<file path="src/rtl/cache_pkg.sv">
// Shared constants, index extraction and FSM state encoding for the cache miss controller.
`timescale 1ns/1ps
package cache_pkg;
  localparam int NUM_SETS  = 32;
  localparam int NUM_WAYS  = 4;
  localparam int INDEX_W   = 5;
  localparam int INDEX_LSB = 2;
  localparam int INDEX_MSB = INDEX_LSB + INDEX_W - 1;

  typedef enum logic [2:0] {
    S_IDLE,
    S_LOOKUP,
    S_CWRITE,
    S_MEM_WR,
    S_MEM_RD,
    S_FILL,
    S_RESP
  } state_t;

  function automatic logic [INDEX_W-1:0] addr_index(input logic [31:0] addr);
    return addr[INDEX_MSB:INDEX_LSB];
  endfunction
endpackage

</file>
<file path="src/rtl/cache_victim_sel.sv">
// Per-set FIFO victim pointers: read by index, advance on a strobe, cleared by reset.
`timescale 1ns/1ps
module cache_victim_sel
  import cache_pkg::*;
#(
  parameter int NUM_SETS = cache_pkg::NUM_SETS,
  parameter int NUM_WAYS = cache_pkg::NUM_WAYS
) (
  input  logic                        clk,
  input  logic                        reset,
  input  logic [$clog2(NUM_SETS)-1:0] i_index,
  input  logic                        i_inc,
  output logic [$clog2(NUM_WAYS)-1:0] o_way
);
  logic [$clog2(NUM_WAYS)-1:0] r_ptr [NUM_SETS];

  // Pointer width equals log2(ways), so the increment wraps 3 -> 0 on its own.
  always_ff @(posedge clk or posedge reset) begin
    if (reset) begin
      for (int i = 0; i < NUM_SETS; i++) r_ptr[i] <= '0;
    end else if (i_inc) begin
      r_ptr[i_index] <= r_ptr[i_index] + 1'b1;
    end
  end

  assign o_way = r_ptr[i_index];
endmodule

</file>
<file path="src/rtl/cache_miss_controller.sv">
// Write-through, write-allocate miss controller for a 4-way cache with a backing memory.
// Optional hit/miss counters are enabled by defining CACHE_MISS_CONTROLLER_STATS_EN.
//
// state    | meaning
// IDLE     | waiting for cpu_req
// LOOKUP   | cache probed with latched address
// CWRITE   | write data into cache (allocates victim way on miss)
// MEM_WR   | write-through to memory, wait for ack
// MEM_RD   | read miss fetch from memory, wait for ack
// FILL     | fetched word written into victim way
// RESP     | one-cycle cpu_ready pulse
`timescale 1ns/1ps
module cache_miss_controller
  import cache_pkg::*;
#(
  parameter int NUM_SETS = cache_pkg::NUM_SETS,
  parameter int NUM_WAYS = cache_pkg::NUM_WAYS
) (
  input  logic        clk,
  input  logic        reset,
  input  logic        i_cpu_req,
  input  logic        i_cpu_we,
  input  logic [31:0] i_cpu_addr,
  input  logic [31:0] i_cpu_wdata,
  output logic        o_cpu_ready,
  output logic [31:0] o_cpu_rdata,
  output logic        o_busy,
  output logic        o_c_read,
  output logic        o_c_write,
  output logic [31:0] o_c_addr,
  output logic [31:0] o_c_wdata,
  output logic [1:0]  o_c_replace_way,
  input  logic        i_c_hit,
  input  logic [31:0] i_c_rdata,
  output logic        o_mem_req,
  output logic        o_mem_we,
  output logic [31:0] o_mem_addr,
  output logic [31:0] o_mem_wdata,
  input  logic        i_mem_ack,
`ifdef CACHE_MISS_CONTROLLER_STATS_EN
  output logic [15:0] o_hit_cnt,
  output logic [15:0] o_miss_cnt,
`endif
  input  logic [31:0] i_mem_rdata
);
  state_t      r_state;
  logic        r_we;
  logic        r_hit;
  logic [31:0] r_addr;
  logic [31:0] r_wdata;
  logic [31:0] r_rdata;
  logic        r_cpu_ready;
  logic        r_c_read;
  logic        r_c_write;
  logic        r_mem_req;
  logic        w_inc;
  logic [1:0]  w_victim;

  // Victim advances on every fill and on a write that missed (allocation).
  assign w_inc = ((r_state == S_CWRITE) && !r_hit) || (r_state == S_FILL);

  cache_victim_sel #(.NUM_SETS(NUM_SETS), .NUM_WAYS(NUM_WAYS)) u_victim (
    .clk     (clk),
    .reset   (reset),
    .i_index (addr_index(r_addr)),
    .i_inc   (w_inc),
    .o_way   (w_victim)
  );

  always_ff @(posedge clk or posedge reset) begin
    if (reset) begin
      r_state     <= S_IDLE;
      r_we        <= 1'b0;
      r_hit       <= 1'b0;
      r_addr      <= '0;
      r_wdata     <= '0;
      r_rdata     <= '0;
      r_cpu_ready <= 1'b0;
      r_c_read    <= 1'b0;
      r_c_write   <= 1'b0;
      r_mem_req   <= 1'b0;
    end else begin
      r_cpu_ready <= 1'b0;
      r_c_read    <= 1'b0;
      r_c_write   <= 1'b0;
      case (r_state)
        S_IDLE: if (i_cpu_req) begin
          r_we     <= i_cpu_we;
          r_addr   <= i_cpu_addr;
          r_wdata  <= i_cpu_wdata;
          r_rdata  <= '0;
          r_c_read <= 1'b1;
          r_state  <= S_LOOKUP;
        end
        S_LOOKUP: begin
          r_hit <= i_c_hit;
          if (r_we) begin
            r_c_write <= 1'b1;
            r_state   <= S_CWRITE;
          end else if (i_c_hit) begin
            r_rdata     <= i_c_rdata;
            r_cpu_ready <= 1'b1;
            r_state     <= S_RESP;
          end else begin
            r_mem_req <= 1'b1;
            r_state   <= S_MEM_RD;
          end
        end
        S_CWRITE: begin
          r_mem_req <= 1'b1;
          r_state   <= S_MEM_WR;
        end
        S_MEM_WR: if (i_mem_ack) begin
          r_mem_req   <= 1'b0;
          r_cpu_ready <= 1'b1;
          r_state     <= S_RESP;
        end
        S_MEM_RD: if (i_mem_ack) begin
          r_mem_req <= 1'b0;
          r_rdata   <= i_mem_rdata;
          r_c_write <= 1'b1;
          r_state   <= S_FILL;
        end
        S_FILL: begin
          r_cpu_ready <= 1'b1;
          r_state     <= S_RESP;
        end
        S_RESP:  r_state <= S_IDLE;
        default: r_state <= S_IDLE;
      endcase
    end
  end

  assign o_busy          = (r_state != S_IDLE);
  assign o_cpu_ready     = r_cpu_ready;
  assign o_cpu_rdata     = r_cpu_ready ? r_rdata : '0;
  assign o_c_read        = r_c_read;
  assign o_c_write       = r_c_write;
  assign o_c_addr        = r_addr;
  assign o_c_wdata       = (r_state == S_FILL) ? r_rdata : r_wdata;
  assign o_c_replace_way = r_c_write ? w_victim : 2'd0;
  assign o_mem_req       = r_mem_req;
  assign o_mem_we        = r_we;
  assign o_mem_addr      = r_addr;
  assign o_mem_wdata     = r_wdata;

`ifdef CACHE_MISS_CONTROLLER_STATS_EN
  logic [15:0] r_hit_cnt;
  logic [15:0] r_miss_cnt;

  always_ff @(posedge clk or posedge reset) begin
    if (reset) begin
      r_hit_cnt  <= '0;
      r_miss_cnt <= '0;
    end else if (r_state == S_LOOKUP) begin
      if (i_c_hit && (r_hit_cnt != 16'hFFFF))         r_hit_cnt  <= r_hit_cnt + 1'b1;
      else if (!i_c_hit && (r_miss_cnt != 16'hFFFF))  r_miss_cnt <= r_miss_cnt + 1'b1;
    end
  end

  assign o_hit_cnt  = r_hit_cnt;
  assign o_miss_cnt = r_miss_cnt;
`endif
endmodule

</file>
<file path="config.mk">
export PLATFORM = sky130hd
export DESIGN_NAME = cache_miss_controller
export DESIGN_NICKNAME = d
export VERILOG_FILES = /design/src/rtl/cache_pkg.sv /design/src/rtl/cache_victim_sel.sv /design/src/rtl/cache_miss_controller.sv
export SDC_FILE = /design/constraint.sdc
export NUM_CORES = 1
export LEC_CHECK = 0
export ABC_AREA = 1
export CAP_MARGIN = 0
export CORE_MARGIN = 2
export CORE_UTILIZATION = 50
export DETAILED_ROUTE_END_ITERATION = 10
export GPL_ROUTABILITY_DRIVEN = 0
export GPL_TIMING_DRIVEN = 0
export PLACE_DENSITY_LB_ADDON = 0.2
export REMOVE_ABC_BUFFERS = 1
export SLEW_MARGIN = 20
export SYNTH_ARGS = -nofsm -noshare
export SYNTH_HDL_FRONTEND = slang
export SYNTH_SLANG_ARGS = --single-unit
</file>
<file path="constraint.sdc">
create_clock -name clk -period 10.4 [get_ports clk]
set_clock_uncertainty 0.15 [all_clocks]
set_input_delay 2.08 -clock clk [delete_from_list [all_inputs] [get_ports clk]]
set_output_delay 2.08 -clock clk [all_outputs]
set_load 0.01 [all_outputs]
</file>
After elaboration in Yosys (flattened, before gate mapping)
Index checks and enable logic that the tools add are counted.
Operators by class
  add/sub/neg operators: 1
  magnitude comparators: 2
  equal/unequal tests: 12
  multiplexer cells: 32
  bitwise logic cells: 1
  reductions and logical operators: 13
Operators by type and width (number)
  32-bit two-way mux: 6
  32-bit one-hot mux with 3 select lines: 1
  64-bit bitwise mux: 1
  3-bit one-hot mux with 6 select lines: 1
  3-bit two-way mux: 4
  2-bit inequality test, second input constant: 6
  2-bit binary-select mux with 5-bit select: 1
  2-bit demux with 5-bit select: 1
  2-bit two-way mux: 5
  1-bit two-way mux: 9
  3-bit nonzero test: 3
  3-bit by 2-bit == test with 1-bit output, second input constant: 2
  3-bit == test, second input constant: 2
  6-bit >= comparator, second input constant: 1
  6-bit by 1-bit < comparator with 1-bit output, second input constant: 1
  5-bit inverter with 6-bit output: 1
  1-bit one-hot mux with 3 select lines: 2
  5-bit AND reduction: 1
  4-bit AND reduction: 1
  3-bit by 1-bit == test with 1-bit output, second input constant: 1
  3-bit logical NOT: 1
  3-bit AND reduction: 1
  2-bit by 1-bit adder with 2-bit output, second input constant: 1
  1-bit logical AND: 2
  other kinds (6): 6
Word-level totals
  register bits: 169
  input bits: 134
  output and inout port bits: 168
  logic and storage cells: 103

Depth between registers and ports, before layout
  word-level depth: 6
  mapped depth: 17
  gate-level depth less buffers: 13

By module
A second synthesis with hierarchy kept.
Second synthesis, totals
  cells, all modules: 1227
  area total of the unflattened synthesis: 8879.8 sq um
Modules (own cells, without submodules)
  cache_miss_controller: times used 1, cells an instance 709, area each 5434.0 sq um, sequential area each 2627.5 sq um
  cache_victim_sel: times used 1, cells an instance 518, area each 3445.8 sq um, sequential area each 1601.5 sq um

Worst setup path before layout
Ideal clock, no wire load.
  kind: register to output
  from: register r_addr[2] (netlist: o_c_addr[2])
  to: output port o_c_replace_way[1]
  arrival time: 1535 ps
  required time: 8170 ps
  slack: 6635 ps
  cell stages (with the launch flop): 15
  buffers on the path: 3
  path through: dfrtp_1 > buf_6 > inv_4 > buf_6 > buf_6 > nand2_1 > nand2_1 > nand2_1 > nand2_1 > nand2_1 > nand2_1 > clkinv_1 > nand2_1 > nor2_4 > nor2_1
Between the ends
  cells in the longest elaborated chain, start to end: 5
Ends and longest elaborated chain
  start, declared: RTL line cache_miss_controller.sv:49  | logic [31:0] r_addr;
  start signal, assigned: RTL line cache_miss_controller.sv:89  | r_addr <= i_cpu_addr;
  5-bit inverter with 6-bit output (not written as such): RTL line cache_victim_sel.sv:26  | assign o_way = r_ptr[i_index];
  2-bit binary-select mux with 5-bit select: RTL line cache_victim_sel.sv:26
  2-bit two-way mux (not written as such) (2 in series): RTL line cache_victim_sel.sv:26
  2-bit two-way mux: RTL line cache_miss_controller.sv:141  | assign o_c_replace_way = r_c_write ? w_victim : 2'd0;
  end, declared: RTL line cache_miss_controller.sv:32  | output logic [1:0] o_c_replace_way,
No other way between the ends. The select of a mux whose other input is x is not followed.

Final worst setup path
  from: register r_addr[2] (netlist: o_c_addr[2])
  to: output port o_c_replace_way[0]
Same word-level chain as after synthesis.

==> impl_summary.txt <==
----------------------------------------------------
[Outcome]
  Outcome ... finished clean

[Global routing]
  Pin count of the biggest net entering global routing ... between 100 and 150
  Via count of the first global-routing pass ... 7,978
  Global-route wire length before repair ... 42,800 µm
  Remaining global-route overflow ... 0
  Initial antenna violation count ... 0
  Overall track demand over capacity in global routing ... between 20 and 30%

[Die]
  Core region area ... 0.0173 mm²
  Die outline width ... 137 µm
  Number of rows in the core area ... 48
  Die outline height ... about 140 µm
  Ports ... 302
  Overall die area ... 0.0188 mm²
  Starting utilization of the core area ... 51.3%

[Route]
  Total number of vias ... 8,395
  Wirelength, routed ... 27,500 µm
  1st-pass router iterations ... 5
  Drt initial violations ... 639
  DRC violation count after routing ... 0
  Average detailed-routed wire length per instance ... 16.5 µm
  Antenna-violating nets left ... 0
  Per-cell via count in the routed design ... between 5 and 6

[Setup path]
  Sort of element at the start of the critical path ... register
  Worst reg2reg setup slack ... 6.69 ns
  Worst endpoint data arrival time ... 3.04 ns
  Crit Path Category ... reg2out
  Maximum fanout along the worst path ... 37
  Required time reported for the critical path endpoint ... 8.17 ns
  Type of element capturing the critical path ... output port

[Clocking]
  Buffers inserted by post-CTS timing repair ... 0
  Clock buffers created by TritonCTS ... 17
  Clk root buf ... sky130_fd_sc_hd__clkbuf_16
  Resized Gates After CTS ... 0
  Clock insertion delay at the later pin of the skew report ... around 0.42 ns
  Number of hold buffers added after CTS ... 0
  Number of buffers between clock root and the deepest sink ... 2
  Clock Pin Slew Worst Setup and Hold Paths ... 0.06 ns
  TritonCTS clock tree ... done
  Count of H-tree levels built during CTS ... 4
  Clock sink count ... 169

[Logic synthesis]
  Sequential share of the synthesized area ... roughly 48%
  Count of distinct cell types in the synthesized netlist ... 31
  Cells after Synth ... about 1.2k
  Fraction of registers with async set or reset after synthesis ... 100%
  Post-synthesis register bit count ... 169
  Post-synth EDFFs ... 0
  Netlist Area Pre-Place ... 0.00887 mm²
  Mean cell area of the mapped netlist ... 7.46 µm²
  Synthesis Warnings ... 0
  Post-synth top flop ... sky130_fd_sc_hd__dfrtp_1

[Placement]
  Setup Slack @ Placement ... about 5.6 ns
  DP Wirelength ... 20,000 µm
  Number of port buffers ... about 300

[Run]
  MaxCap Viol Count ... 0

[Power]
  Static leakage ... 6.31 nW
  Power density of the placed cells ... 303 mW/mm²
  Total power ... roughly 0.0038 W
  Worst-case vdd ir drop ... ~0.00023 V

[STA]
  Fin Hold WS ... ~0.33 ns
  Share of the clock period used by the worst path ... between 50% and 60%
  Transition time of the tightest slew-check pin ... 1.00 ns
  Fmax ... 0.190 GHz
  TNS Setup ... 0 ns
  Min setup slack post-route ... 5.13 ns
  Number of hold violations in the final report ... 0
  Final max-slew violation count ... 0
  Final worst path period need ... 5.27 ns
  RSZ-0062 raised after global routing ... no
  Final setup vio count ... 0
  Max-Slew Margin vs Limit ... between 30% and 40%

[Layout]
  Fill cell instance count of the final layout ... between 1k and 1.5k
  Share of the core filled with cells in the final layout ... a little under three quarters
  Most common cell after layout, fill and taps aside ... sky130_fd_sc_hd__nand2_1
  Area Overhead vs Synth ... 39.9%
  Nets ... around 1.6k
  Fraction of final layout cells sized beyond drive strength 1 ... between 6 and 7%
  Most used cells in the layout excluding fill and tap cells ... sky130_fd_sc_hd__nand2_1 (543), sky130_fd_sc_hd__clkdlybuf4s50_1 (301), sky130_fd_sc_hd__dfrtp_1 (167)

[Hold path]
  Worst min-delay path class ... reg2reg

----------------------------------------------------
[logic make-up (layout without fill, tap and decap cells)]
kind of cell	Yosys count	in the layout	synth area share, %
flops	169	169	47.7
other cells	0	1	0
simple gates	659	659	31.0
compound gates	142	142	9.65
buf+inv	219	474	11.7
[synth_stat cells (9+ instances only)]
master | number | share of area, %
sky130_fd_sc_hd__o21ai_1 | 15 | 0.85
sky130_fd_sc_hd__inv_2 | 12 | 0.51
sky130_fd_sc_hd__dfrtp_1 | 169 | 48
sky130_fd_sc_hd__nand2_1 | 543 | 23
sky130_fd_sc_hd__nor2_1 | 59 | 2.5
sky130_fd_sc_hd__buf_2 | 12 | 0.68
sky130_fd_sc_hd__buf_6 | 9 | 1.1
sky130_fd_sc_hd__nand3_2 | 18 | 2.0
sky130_fd_sc_hd__clkbuf_1 | 27 | 1.1
sky130_fd_sc_hd__a22o_1 | 32 | 3.2
sky130_fd_sc_hd__inv_1 | 120 | 5.1
sky130_fd_sc_hd__o21ai_0 | 59 | 3.3
sky130_fd_sc_hd__buf_4 | 34 | 2.9
sky130_fd_sc_hd__nand3_1 | 19 | 1.1
sky130_fd_sc_hd__a21oi_1 | 30 | 1.7
[through the flow]
stage / instances / cell area, µm²
finish: 1670 / 12400
global route: 1669 / 12400
CTS: 1669 / 12400
detailed placement: 1637 / 11800
global placement: 1630 / 11600
floorplan: 1104 / 8340
[worst max-delay path: stages (launching register included)]
cell,delay (ns)
sky130_fd_sc_hd__dfrtp_2,0.86
sky130_fd_sc_hd__inv_4,0.33
sky130_fd_sc_hd__nand2_1,0.14
sky130_fd_sc_hd__nand2_1,0.07
sky130_fd_sc_hd__nand2_1,0.06
sky130_fd_sc_hd__nand2_1,0.07
sky130_fd_sc_hd__nand2_1,0.10
sky130_fd_sc_hd__nand2_1,0.08
sky130_fd_sc_hd__inv_1,0.05
sky130_fd_sc_hd__nand2_1,0.04
sky130_fd_sc_hd__nor2_1,0.22
sky130_fd_sc_hd__nor2_1,0.09
sky130_fd_sc_hd__clkdlybuf4s50_1,0.48
[routing by layer]
layer / part of all wire [%] / GRT usage, %
met5: 0 / 0
met3: 7.3 / 9.23
met2: 50 / 49.1
met4: 2.7 / 9.39
met1: 40 / 37.6
[flip-flops by register name (all words and copies together), names as in the netlist]
signal          count
r_hit               1
u_victim.r_ptr     64
o_c_read            1
o_mem_wdata        32
o_c_write           1
r_rdata            32
o_c_addr           32
o_mem_we            1
o_cpu_ready         1
r_state             3
o_mem_req           1
[worst paths after layout]
| path | startpoint | end | cells past startpoint |
|---|---|---|---|
| max | o_c_addr[2] | o_c_replace_way[0] | 12 |
| min | u_victim.r_ptr[21] | u_victim.r_ptr[21] | 2 |
| max reg2reg | o_c_addr[3] | u_victim.r_ptr[5] | 11 |
| min reg2reg | u_victim.r_ptr[21] | u_victim.r_ptr[21] | 2 |
| max in group asynchronous | reset | o_cpu_ready | 3 |
| min in group asynchronous | reset | o_c_addr[12] | 2 |
[power breakdown]
part | total [W] | leakage, nW | internal [W] | switching (W)
Clock | 0.000609 | 0.264 | 0.000349 | 0.000261
Combinational | 0.00194 | 3.88 | 0.000871 | 0.00107
Sequential | 0.00120 | 2.16 | 0.000945 | 0.000257
[cell type report]
| cell class | instances | area [µm²] | area share, % |
|---|---|---|---|
| Sequential cell | 169 | 4230 | 34.1 |
| Timing Repair Buffer | 308 | 3180 | 25.6 |
| Clock inverter | 10 | 95.1 | 0.767 |
| Multi-Input combinational cell | 801 | 3620 | 29.2 |
| Antenna cell | 1 | 2.50 | 0.0202 |
| Tap cell | 225 | 282 | 2.27 |
| Inverter | 134 | 515 | 4.16 |
| Clock buffer | 22 | 474 | 3.82 |
Note: power is estimated with default switching activity, not from simulation.
